`config.mk`:
```
export PLATFORM = sky130hd
export DESIGN_NAME = serial_add_ctrl
export DESIGN_NICKNAME = d
export VERILOG_FILES = /design/src/rtl/serial_add_pkg.sv /design/src/rtl/OVERFLOW_ADD.sv /design/src/rtl/fa_slice.sv /design/src/rtl/serial_add_ctrl.sv
export SDC_FILE = /design/constraint.sdc
export NUM_CORES = 1
export LEC_CHECK = 0
export ABC_AREA = 1
export BUFFER_PORTS_ARGS = -buffer_cell sky130_fd_sc_hd__buf_2
export CAP_MARGIN = 20
export CORE_ASPECT_RATIO = 0.8
export CORE_UTILIZATION = 59
export DETAILED_ROUTE_END_ITERATION = 8
export PLACE_DENSITY = 0.94
export SLEW_MARGIN = 20
export SYNTH_ARGS = -nofsm -noshare
export SYNTH_HDL_FRONTEND = slang
export SYNTH_SLANG_ARGS = --single-unit
```
`constraint.sdc`:
```
create_clock -name clk -period 3.6 [get_ports clk]
set_clock_uncertainty 0.15 [all_clocks]
set_input_delay 0.54 -clock clk [delete_from_list [all_inputs] [get_ports clk]]
set_output_delay 0.54 -clock clk [all_outputs]
set_load 0.05 [all_outputs]
```
`src/rtl/serial_add_pkg.sv`:
```
// Shared types for the bit-serial add/subtract controller.
package serial_add_pkg;

  localparam int unsigned STATE_W = 2;

  typedef enum logic [STATE_W-1:0] {
    IDLE = 2'b00,
    RUN  = 2'b01,
    DONE = 2'b10
  } state_e;

endpackage

```
`src/rtl/OVERFLOW_ADD.sv`:
```
// Signed-overflow check for an addition, from the operand and result sign bits.
module OVERFLOW_ADD (
  input  logic sign_a,
  input  logic sign_b,
  input  logic sign_s,
  output logic ovf
);

  assign ovf = (sign_a == sign_b) && (sign_s != sign_a);

endmodule

```
`src/rtl/fa_slice.sv`:
```
// One-bit full adder; the only arithmetic in the serial datapath.
module fa_slice (
  input  logic a,
  input  logic b,
  input  logic cin,
  output logic s,
  output logic cout
);

  assign s    = a ^ b ^ cin;
  assign cout = (a & b) | (a & cin) | (b & cin);

endmodule

```
`src/rtl/serial_add_ctrl.sv`:
```
// Bit-serial two's-complement add/subtract: one full-adder slice stepped
// LSB first over WIDTH cycles, with start/ready/done handshake.
module serial_add_ctrl
  import serial_add_pkg::*;
#(
  parameter int unsigned WIDTH = 8
) (
  input  logic             clk,
  input  logic             rst_n,
  input  logic             start,
  input  logic             sub,
  input  logic [WIDTH-1:0] a,
  input  logic [WIDTH-1:0] b,
  output logic             ready,
  output logic             busy,
  output logic             done,
  output logic [WIDTH-1:0] sum,
  output logic             cout,
  output logic             ovf
);

  localparam int unsigned CNTW = $clog2(WIDTH);
  localparam int unsigned SW   = WIDTH - 1;

  state_e            state_q, state_d;
  logic [WIDTH-1:0]  sh_a_q, sh_a_d;
  logic [WIDTH-1:0]  sh_b_q, sh_b_d;
  logic [SW-1:0]     sh_s_q, sh_s_d;
  logic [CNTW-1:0]   cnt_q, cnt_d;
  logic              carry_q, carry_d;
  logic              sign_a_q, sign_a_d;
  logic              sign_b_q, sign_b_d;
  logic [WIDTH-1:0]  sum_q, sum_d;
  logic              cout_q, cout_d;
  logic              ovf_q, ovf_d;

  logic              s_c, co_c, ovf_c, ready_c;

  fa_slice u_fa (
    .a    (sh_a_q[0]),
    .b    (sh_b_q[0]),
    .cin  (carry_q),
    .s    (s_c),
    .cout (co_c)
  );

  OVERFLOW_ADD u_ovf (
    .sign_a (sign_a_q),
    .sign_b (sign_b_q),
    .sign_s (s_c),
    .ovf    (ovf_c)
  );

  // Handshake flags decode straight from the state register.
  assign ready_c = (state_q == IDLE) || (state_q == DONE);
  assign ready   = ready_c;
  assign busy    = (state_q == RUN);
  assign done    = (state_q == DONE);
  assign sum     = sum_q;
  assign cout    = cout_q;
  assign ovf     = ovf_q;

  always_comb begin
    state_d  = state_q;
    sh_a_d   = sh_a_q;
    sh_b_d   = sh_b_q;
    sh_s_d   = sh_s_q;
    cnt_d    = cnt_q;
    carry_d  = carry_q;
    sign_a_d = sign_a_q;
    sign_b_d = sign_b_q;
    sum_d    = sum_q;
    cout_d   = cout_q;
    ovf_d    = ovf_q;

    // Subtraction is a + ~b + 1: invert b and seed the carry with sub.
    if (start && ready_c) begin
      state_d  = RUN;
      sh_a_d   = a;
      sh_b_d   = b ^ {WIDTH{sub}};
      carry_d  = sub;
      cnt_d    = '0;
      sign_a_d = a[WIDTH-1];
      sign_b_d = b[WIDTH-1] ^ sub;
    end else begin
      case (state_q)
        RUN: begin
          carry_d = co_c;
          sh_a_d  = sh_a_q >> 1;
          sh_b_d  = sh_b_q >> 1;
          sh_s_d  = SW'({s_c, sh_s_q} >> 1);
          cnt_d   = CNTW'(cnt_q + 1'b1);
          if (cnt_q == CNTW'(WIDTH - 1)) begin
            sum_d   = {s_c, sh_s_q};
            cout_d  = co_c;
            ovf_d   = ovf_c;
            state_d = DONE;
          end
        end
        DONE:    state_d = IDLE;
        default: state_d = IDLE;
      endcase
    end
  end

  always_ff @(posedge clk or negedge rst_n) begin
    if (!rst_n) begin
      state_q  <= IDLE;
      sh_a_q   <= '0;
      sh_b_q   <= '0;
      sh_s_q   <= '0;
      cnt_q    <= '0;
      carry_q  <= 1'b0;
      sign_a_q <= 1'b0;
      sign_b_q <= 1'b0;
      sum_q    <= '0;
      cout_q   <= 1'b0;
      ovf_q    <= 1'b0;
    end else begin
      state_q  <= state_d;
      sh_a_q   <= sh_a_d;
      sh_b_q   <= sh_b_d;
      sh_s_q   <= sh_s_d;
      cnt_q    <= cnt_d;
      carry_q  <= carry_d;
      sign_a_q <= sign_a_d;
      sign_b_q <= sign_b_d;
      sum_q    <= sum_d;
      cout_q   <= cout_d;
      ovf_q    <= ovf_d;
    end
  end

endmodule

```
# Word-level counts from Yosys, hierarchy flattened
# Index checks and enable logic that the tools add are counted.
[word_totals]
reg_bits = 41
latch_bits = 0
ram_bits = 0
rom_bits = 0
in_bits = 20
output_inout_bits = 13
memories = 0
[op_classes]
add_sub_neg = 1
multipliers = 0
n_div = 0
n_lt_le_gt_ge = 0
n_eq_ne = 6
shifts = 0
n_mux = 11
bitwise_logic = 10
n_reduce_logical = 7
[op_table]
columns = ["operator", "count"]
rows = [
  ["8-bit two-way mux", 4],
  ["8-bit bitwise XOR", 1],
  ["2-bit two-way mux", 3],
  ["3-bit two-way mux", 2],
  ["3-bit by 1-bit adder with 3-bit output (second input constant)", 1],
  ["1-bit bitwise AND", 3],
  ["3-bit equality test (second input constant)", 1],
  ["3-bit by 1-bit inequality test with 1-bit output (second input constant)", 1],
  ["3-bit AND reduction", 1],
  ["1-bit bitwise XOR", 3],
  ["2-bit by 1-bit equality test with 1-bit output (second input constant)", 1],
  ["2-bit equality test (second input constant)", 1],
  ["1-bit logical AND", 2],
  ["2-bit zero test", 1],
  ["1-bit two-way mux", 2],
  ["1-bit bitwise OR", 2],
  ["2-bit AND reduction", 1],
  ["2-bit nonzero test", 1],
  ["1-bit equality test", 1],
  ["1-bit logical OR", 1],
  ["1-bit inequality test", 1],
  ["1-bit inverter", 1],
]

# Longest topological paths before layout
# Gate-level depths: netlist of run 1.
[depth]
word_depth = 5
mapped_depth = 7
depth_no_buf = 6

# By module
# From an unflattened synthesis of run 1, not the netlist that was laid out.
[hier_totals]
hier_cells = 246
hier_area_um2 = 1910.6
[modules_own_cells]
columns = ["mod", "instances", "cells_per_inst", "area_per_inst_um2", "seq_area_each_um2"]
rows = [
  ["serial_add_ctrl", 1, 235, 1853.0, 1026.0],
  ["OVERFLOW_ADD", 1, 10, 37.5, 0.0],
  ["fa_slice", 1, 1, 20.0, 0.0],
]

# Worst setup path before layout of run 1
# No wires, ideal clock.
[synth_timing]
path_type = "flip-flop to output port"
start = "register state_q[1]"
end = "output done"
arrival_ns = 1.074
required_ns = 2.910
slack_ns = 1.836
path_stages_with_launch = 3
path_cell_list = "dfrtp_1 -> inv_1 -> nor2_1"
[synth_via]
elab_chain_len = 1
[synth_rtl]
columns = ["element", "line", "source"]
rows = [
  ["from (decl)", "serial_add_ctrl.sv:25", "state_e state_q, state_d;"],
  ["from (signal assigned)", "serial_add_ctrl.sv:120", "state_q <= state_d;"],
  ["2-bit equality test", "serial_add_ctrl.sv:58", "assign done = (state_q == DONE);"],
  ["to (decl)", "serial_add_ctrl.sv:16", "output logic done,"],
]
# Every way passes these cells.

# Worst setup path after layout of run 1
[layout_timing]
start = "register state_q[0]"
end = "output busy"
[layout_via]
elab_chain_len = 1
[layout_rtl]
columns = ["element", "line", "source"]
rows = [
  ["2-bit by 1-bit equality test with 1-bit output", "serial_add_ctrl.sv:57", "assign busy = (state_q == RUN);"],
  ["to (decl)", "serial_add_ctrl.sv:15", "output logic busy,"],
]
# Every way passes these cells.

==> results of run 1 <==
flip-flops by register name, indices dropped and copies added (netlist names):
register  cells
sh_a_q        8
sign_b_q      1
sh_b_q        8
state_q       2
sh_s_q        7
cout          1
sum           8
ovf           1
carry_q       1
sign_a_q      1
cnt_q         3
final cells by class:
cell class	count	area (um2)
Clock buffer	8	80.08
Timing Repair Buffer	32	160.2
Tap cell	38	47.55
Fill cell	238	758.2
Multi-Input combinational cell	156	696.9
Inverter	33	123.9
Sequential cell	41	1026
where the power goes:
part / switching (mW) / internal [mW] / total (mW)
registers: 0.116 / 0.676 / 0.792
logic: 0.682 / 0.254 / 0.936
clock network: 0.148 / 0.138 / 0.285
total: 0.946 / 1.07 / 2.01
how the worst min path moves through the flow:
stage / from / slack (ns) / end / cells after the start
floorplan: rst_n / 0.09 / carry_q / 0
global placement: ovf / 0.31 / ovf / 2
detailed placement: sh_a_q[4] / 0.32 / sh_a_q[4] / 2
CTS: rst_n / 0.23 / sh_b_q[7] / 1
global route: rst_n / 0.27 / ovf / 1
finish: rst_n / 0.20 / sh_b_q[7] / 1
cells in the mapped netlist:
cell,number,area share (%)
o21ai_0,18,4.8
o21ai_1,8,2.1
clkbuf_1,1,0.20
inv_1,31,6.2
nor2_2,1,0.33
nand3_1,17,4.5
nor2_1,3,0.60
or2_2,2,0.66
nand2_1,99,20
a21oi_1,1,0.26
inv_2,2,0.40
fa_1,1,1.1
nor2_4,1,0.60
buf_2,6,1.6
buf_6,1,0.60
nand2_2,3,0.99
ha_1,2,1.3
dfrtp_1,41,54
cells by family after synthesis:
group / Yosys count / share of synthesized area, %
AO/OA/AOI/OAI: 27 / 7.143
buffers and inverters: 41 / 8.928
flip-flops: 41 / 54.23
AND/OR/NAND/NOR: 126 / 27.32
adder cells (fa/ha/maj): 3 / 2.381
routing by layer:
layer | up-vias | wire length (um) | track usage (%)
li1 | 788 | - | -
met1 | 766 | 1687 | 32.28
met2 | 46 | 1910 | 46.22
met3 | 7 | 166 | 6.522
met4 | 0 | 59 | 11.23
met5 | - | 0 | 0
per-stage QoR:
| step | hold WS (ns) | std cells |
|---|---|---|
| global route | 0.2734 | 308 |
| finish | 0.2041 | 308 |
| detailed placement | 0.3158 | 300 |
| floorplan | 0.09441 | 238 |
| global placement | 0.3072 | 300 |
| CTS | 0.2313 | 308 |
==> impl_metrics.toml, run 1 <==
[outcome]
status = "finished, final reports clean"

[timing]
finalSetupTns_ns = 0
final_max_slew_viol_count = 0
setup_viol = 0
worstMarginPinSlew_ns = 0.8536
rsz0062_at_grt = "false"
setup_ws_ns = 1.512
finalHoldViolCount = 0
fin_crit_ns = 2.088
final.period_utilization_pct = 58.00
fmax_mhz = 478.9
slew_headroom_pct = 43.09

[power]
power_density_nw_per_um2 = 943.3
p_leak_nw = 1.192
peakVddDrop_mv = 0.4594
fin_total_pwr_mw = 2.014

[setup_path]
cpMaxStageDelayCell = "dfrtp_1"
path_buf_inv = 2
reg2regPathDepth = 6
crit_end = "busy"
r2r_end = "cnt_q[1]"
worst-path-stages = 3
slowest_delay_ns = 0.41
path_delay_family = "buffers and inverters"
r2r-start = "state_q[1]"
cp.arrival_ns = 1.40
critical_path_class = "flip-flop to output port"
cp_data_required_time_ns = 2.91
setup.worst_path.start = "state_q[0]"
r2r_setup_slack_ns = 1.68
cp_cell_sequence = "inv_2, nor2_4, buf_2"
cp_max_fo = 13
critPathLaunchType = "flip-flop"
worstSetupEndpointType = "output port"

[clock_network]
cts_setup_buffers = 0
cts-root-buf = "clkbuf_8"
cts.clk_slew.worst_paths_ns = 0.07
cts_resized = 0
clock-sinks = 41
htree_levels = 2
cts_tree = "built"
clock_latency_ns = 0.29
hold_buffers = 0
cts_max_path_buffers = 2
cts_made_buffers = 5

[floorplan]
io_pins = 33
coreArea_um2 = 2893
rows = 17
die_w_um = 65.31
die_h_um = 52.65
die_area_um2 = 3438
initial_core_util_pct = 65.40

[global_route]
grt_usage_pct = 26.79
grt_pass1_vias = 1554
grt_max_degree = 42
grt_pass1_wl_mm = 6.610
antenna_found_initial = 0
gr-total-overflow = 0

[place]
place_area_um2 = 2054
portBuffers = 32
globalplace.congestion = 0.8126
dp_worst_setup_slack_ns = 1.736
place_hpwl_mm = 2.690

[cells_and_area]
layout_common_cells = "nand2_1, dfrtp_1, buf_2, inv_1, o21ai_0"
diodes = 0
fin_util_pct = 73.79
drive_gt1_share_pct = 17.04
syn2layout_area_growth_pct = 12.83
nets = 292
final_area_um2 = 2135
layout_commonest_cell = "nand2_1"

[run]
maxCapViolations = 0

[route]
drt-vias-per-instance = 5.218
first_pass_iters = 4
routedWlPerCell_um = 12.41
routed_wl_mm = 3.823
drc = 0
drt_first_iter_violations = 91
postRouteAntennaNets = 0
vias = 1607

[min_path]
hold_class = "input port to asynchronous set/reset pin"

[logic_synthesis]
yosysUniqueCellTypes = 18
synth_cells = 238
yosysWarningCount = 0
seq_area_frac_synth_pct = 54.23
netlist_area_um2 = 1892
ys_ff_latch = 41
syn_area_per_cell_um2 = 7.949
syn_nets = 261
Power figures use the tool's default switching activity.
==> run 2: changes to the inputs <==
- ABC_AREA: 1 -> 0
- CORE_UTILIZATION: 59 -> 54
- PLACE_DENSITY: 0.94 -> 0.89
- clock period: 3.6 -> 2.1 ns (I/O delays scaled with it)
==> impl_metrics.toml, run 2 <==
[outcome]
status = "finished, final reports clean"

[place]
portBuffers = 32
place_hpwl_mm = 2.323
globalplace.congestion = 0.7470

[setup_path]
cp_max_fo = 26
r2r_end = "sum[3]"
reg2regPathDepth = 4
r2r-start = "cnt_q[0]"
cp.arrival_ns = 1.43
critical_path_class = "flip-flop to output port"
cp_data_required_time_ns = 1.63
critPathLaunchType = "flip-flop"
worstSetupEndpointType = "output port"
r2r_setup_slack_ns = 0.25

[logic_synthesis]
yosysWarningCount = 0
synth_top_flop_cell = "dfrtp_1"
netlist_area_um2 = 1800
syn_area_per_cell_um2 = 10.35
ys_ff_latch = 41
netlist_top_cells_count = "nand2_1, dfrtp_1, nor2_1, a31oi_1, mux2_2"
yosysUniqueCellTypes = 28
syn_nets = 197
synth_edf_count = 0
synth_cells = 174
yosys-top-cells-area = "dfrtp_1, nand2_1, mux2_2"
yosysMostFrequentCell = "nand2_1"
seq_area_frac_synth_pct = 56.98
async_flop_share_pct = 100.0
synth_largest_area_cell = "dfrtp_1"
yosysTopAreaCellShare_pct = 56.98

[floorplan]
die_w_um = 66.56
rows = 18
coreArea_um2 = 3131
initial_core_util_pct = 57.51
die_area_um2 = 3571
io_pins = 33
die_h_um = 53.65

[global_route]
grt_pass1_vias = 1301
gr-total-overflow = 0
grt_pass1_wl_mm = 5.713
grt_usage_pct = 22.66
grt_max_degree = 42
antenna_found_initial = 0

[clock_network]
cts_setup_buffers = 0
clock-sinks = 41
htree_levels = 2
cts-root-buf = "clkbuf_8"
cts_resized = 0
cts_made_buffers = 5
clock_latency_ns = 0.29
hold_buffers = 1
cts_tree = "built"
cts.clk_slew.worst_paths_ns = 0.08
cts_max_path_buffers = 2

[timing]
finalHoldViolCount = 0
rsz0062_at_grt = "false"
fin_crit_ns = 1.900
worstMarginPinSlew_ns = 0.4953
final_max_slew_viol_count = 0
final.period_utilization_pct = 90.47
slew_headroom_pct = 66.88
fmax_mhz = 526.3
finalSetupTns_ns = 0
setup_viol = 0

[route]
drt-vias-per-instance = 5.337
vias = 1329
first_pass_iters = 4
drt_first_iter_violations = 57
routedWlPerCell_um = 13.64
postRouteAntennaNets = 0
routed_wl_mm = 3.396
drc = 0

[power]
p_leak_nw = 1.082
power_density_nw_per_um2 = 1701
peakVddDrop_mv = 1.135

[cells_and_area]
nets = 231
syn2layout_area_growth_pct = 18.14
final.fill_count = 220
layout_commonest_cell = "nand2_1"
drive_gt1_share_pct = 26.32
layout_common_cells = "nand2_1, dfrtp_1, buf_2, nor2_1"
diodes = 0
fin_util_pct = 67.95

[min_path]
min_path_cells = 3
worstHoldEndpoint = "sh_a_q[2]"
hold_start = "a[2]"
hold_class = "input port to flip-flop"

[run]
maxCapViolations = 0
## run 2: power by group
part           internal [mW]  switching (mW)
combinational          0.545            1.03
sequential              1.17           0.236
clock                  0.387           0.251
total                   2.10            1.52
## run 2: worst max-delay path by stage
| stage | cells after the start | start | slack, ns | endpoint |
|---|---|---|---|---|
| after floorplan | 5 | cnt_q[0] | 0.46 | cout |
| after global placement | 4 | cnt_q[0] | 0.30 | sum[4] |
| after detailed placement | 4 | cnt_q[0] | 0.24 | sum[3] |
| after CTS | 3 | state_q[0] | 0.20 | busy |
| after global routing | 3 | state_q[0] | 0.11 | busy |
| final | 3 | state_q[0] | 0.20 | busy |
## run 2: layout make-up
| type | instances | area (um2) | share of cell area, % |
|---|---|---|---|
| Sequential cell | 41 | 1026 | 48.24 |
| Multi-Input combinational cell | 119 | 685.7 | 32.24 |
| Timing Repair Buffer | 38 | 232.7 | 10.94 |
| Clock buffer | 7 | 86.33 | 4.059 |
| Tap cell | 40 | 50.05 | 2.353 |
| Clock inverter | 1 | 30.03 | 1.412 |
| Inverter | 3 | 16.27 | 0.7647 |
## run 2: routing by layer
metal / vias up / part of all wire, % / global-route usage (%)
met5: - / 0 / 0
met4: 0 / 1.7 / 8.865
met3: 8 / 4.9 / 8.263
met2: 35 / 48 / 35.69
li1: 644 / - / -
met1: 642 / 45 / 28.83
## run 2: stage by stage
step | worst slack [ns] | power, mW | cell area (um2) | hold WS (ns) | cells
after floorplan | 0.4644 | 2.637 | 1800 | -0.1306 | 174
after global placement | 0.3005 | 2.907 | 2001 | 0.1487 | 240
after detailed placement | 0.2449 | 2.988 | 2001 | 0.1500 | 240
after CTS | 0.2001 | 3.636 | 2127 | 0.08716 | 249
after global routing | 0.1102 | 3.878 | 2127 | 0.07945 | 249
final | 0.2001 | 3.617 | 2127 | 0.09005 | 249
## run 2: kinds of logic after synthesis
kind of cell / Yosys count / share of synthesized area (%)
AOI/OAI and AO/OA: 22 / 8.269
xor gates and xnor gates: 8 / 3.892
adders and majority gates: 3 / 2.502
buffers and inverters: 14 / 4.934
DFF: 41 / 56.98
muxes: 9 / 5.629
and+or+nand+nor: 77 / 17.79
## run 2: worst max-delay path: stages (launching register included)
cell	delay, ns
dfrtp_1	0.45
nand2b_1	0.17
inv_6	0.21
buf_2	0.30
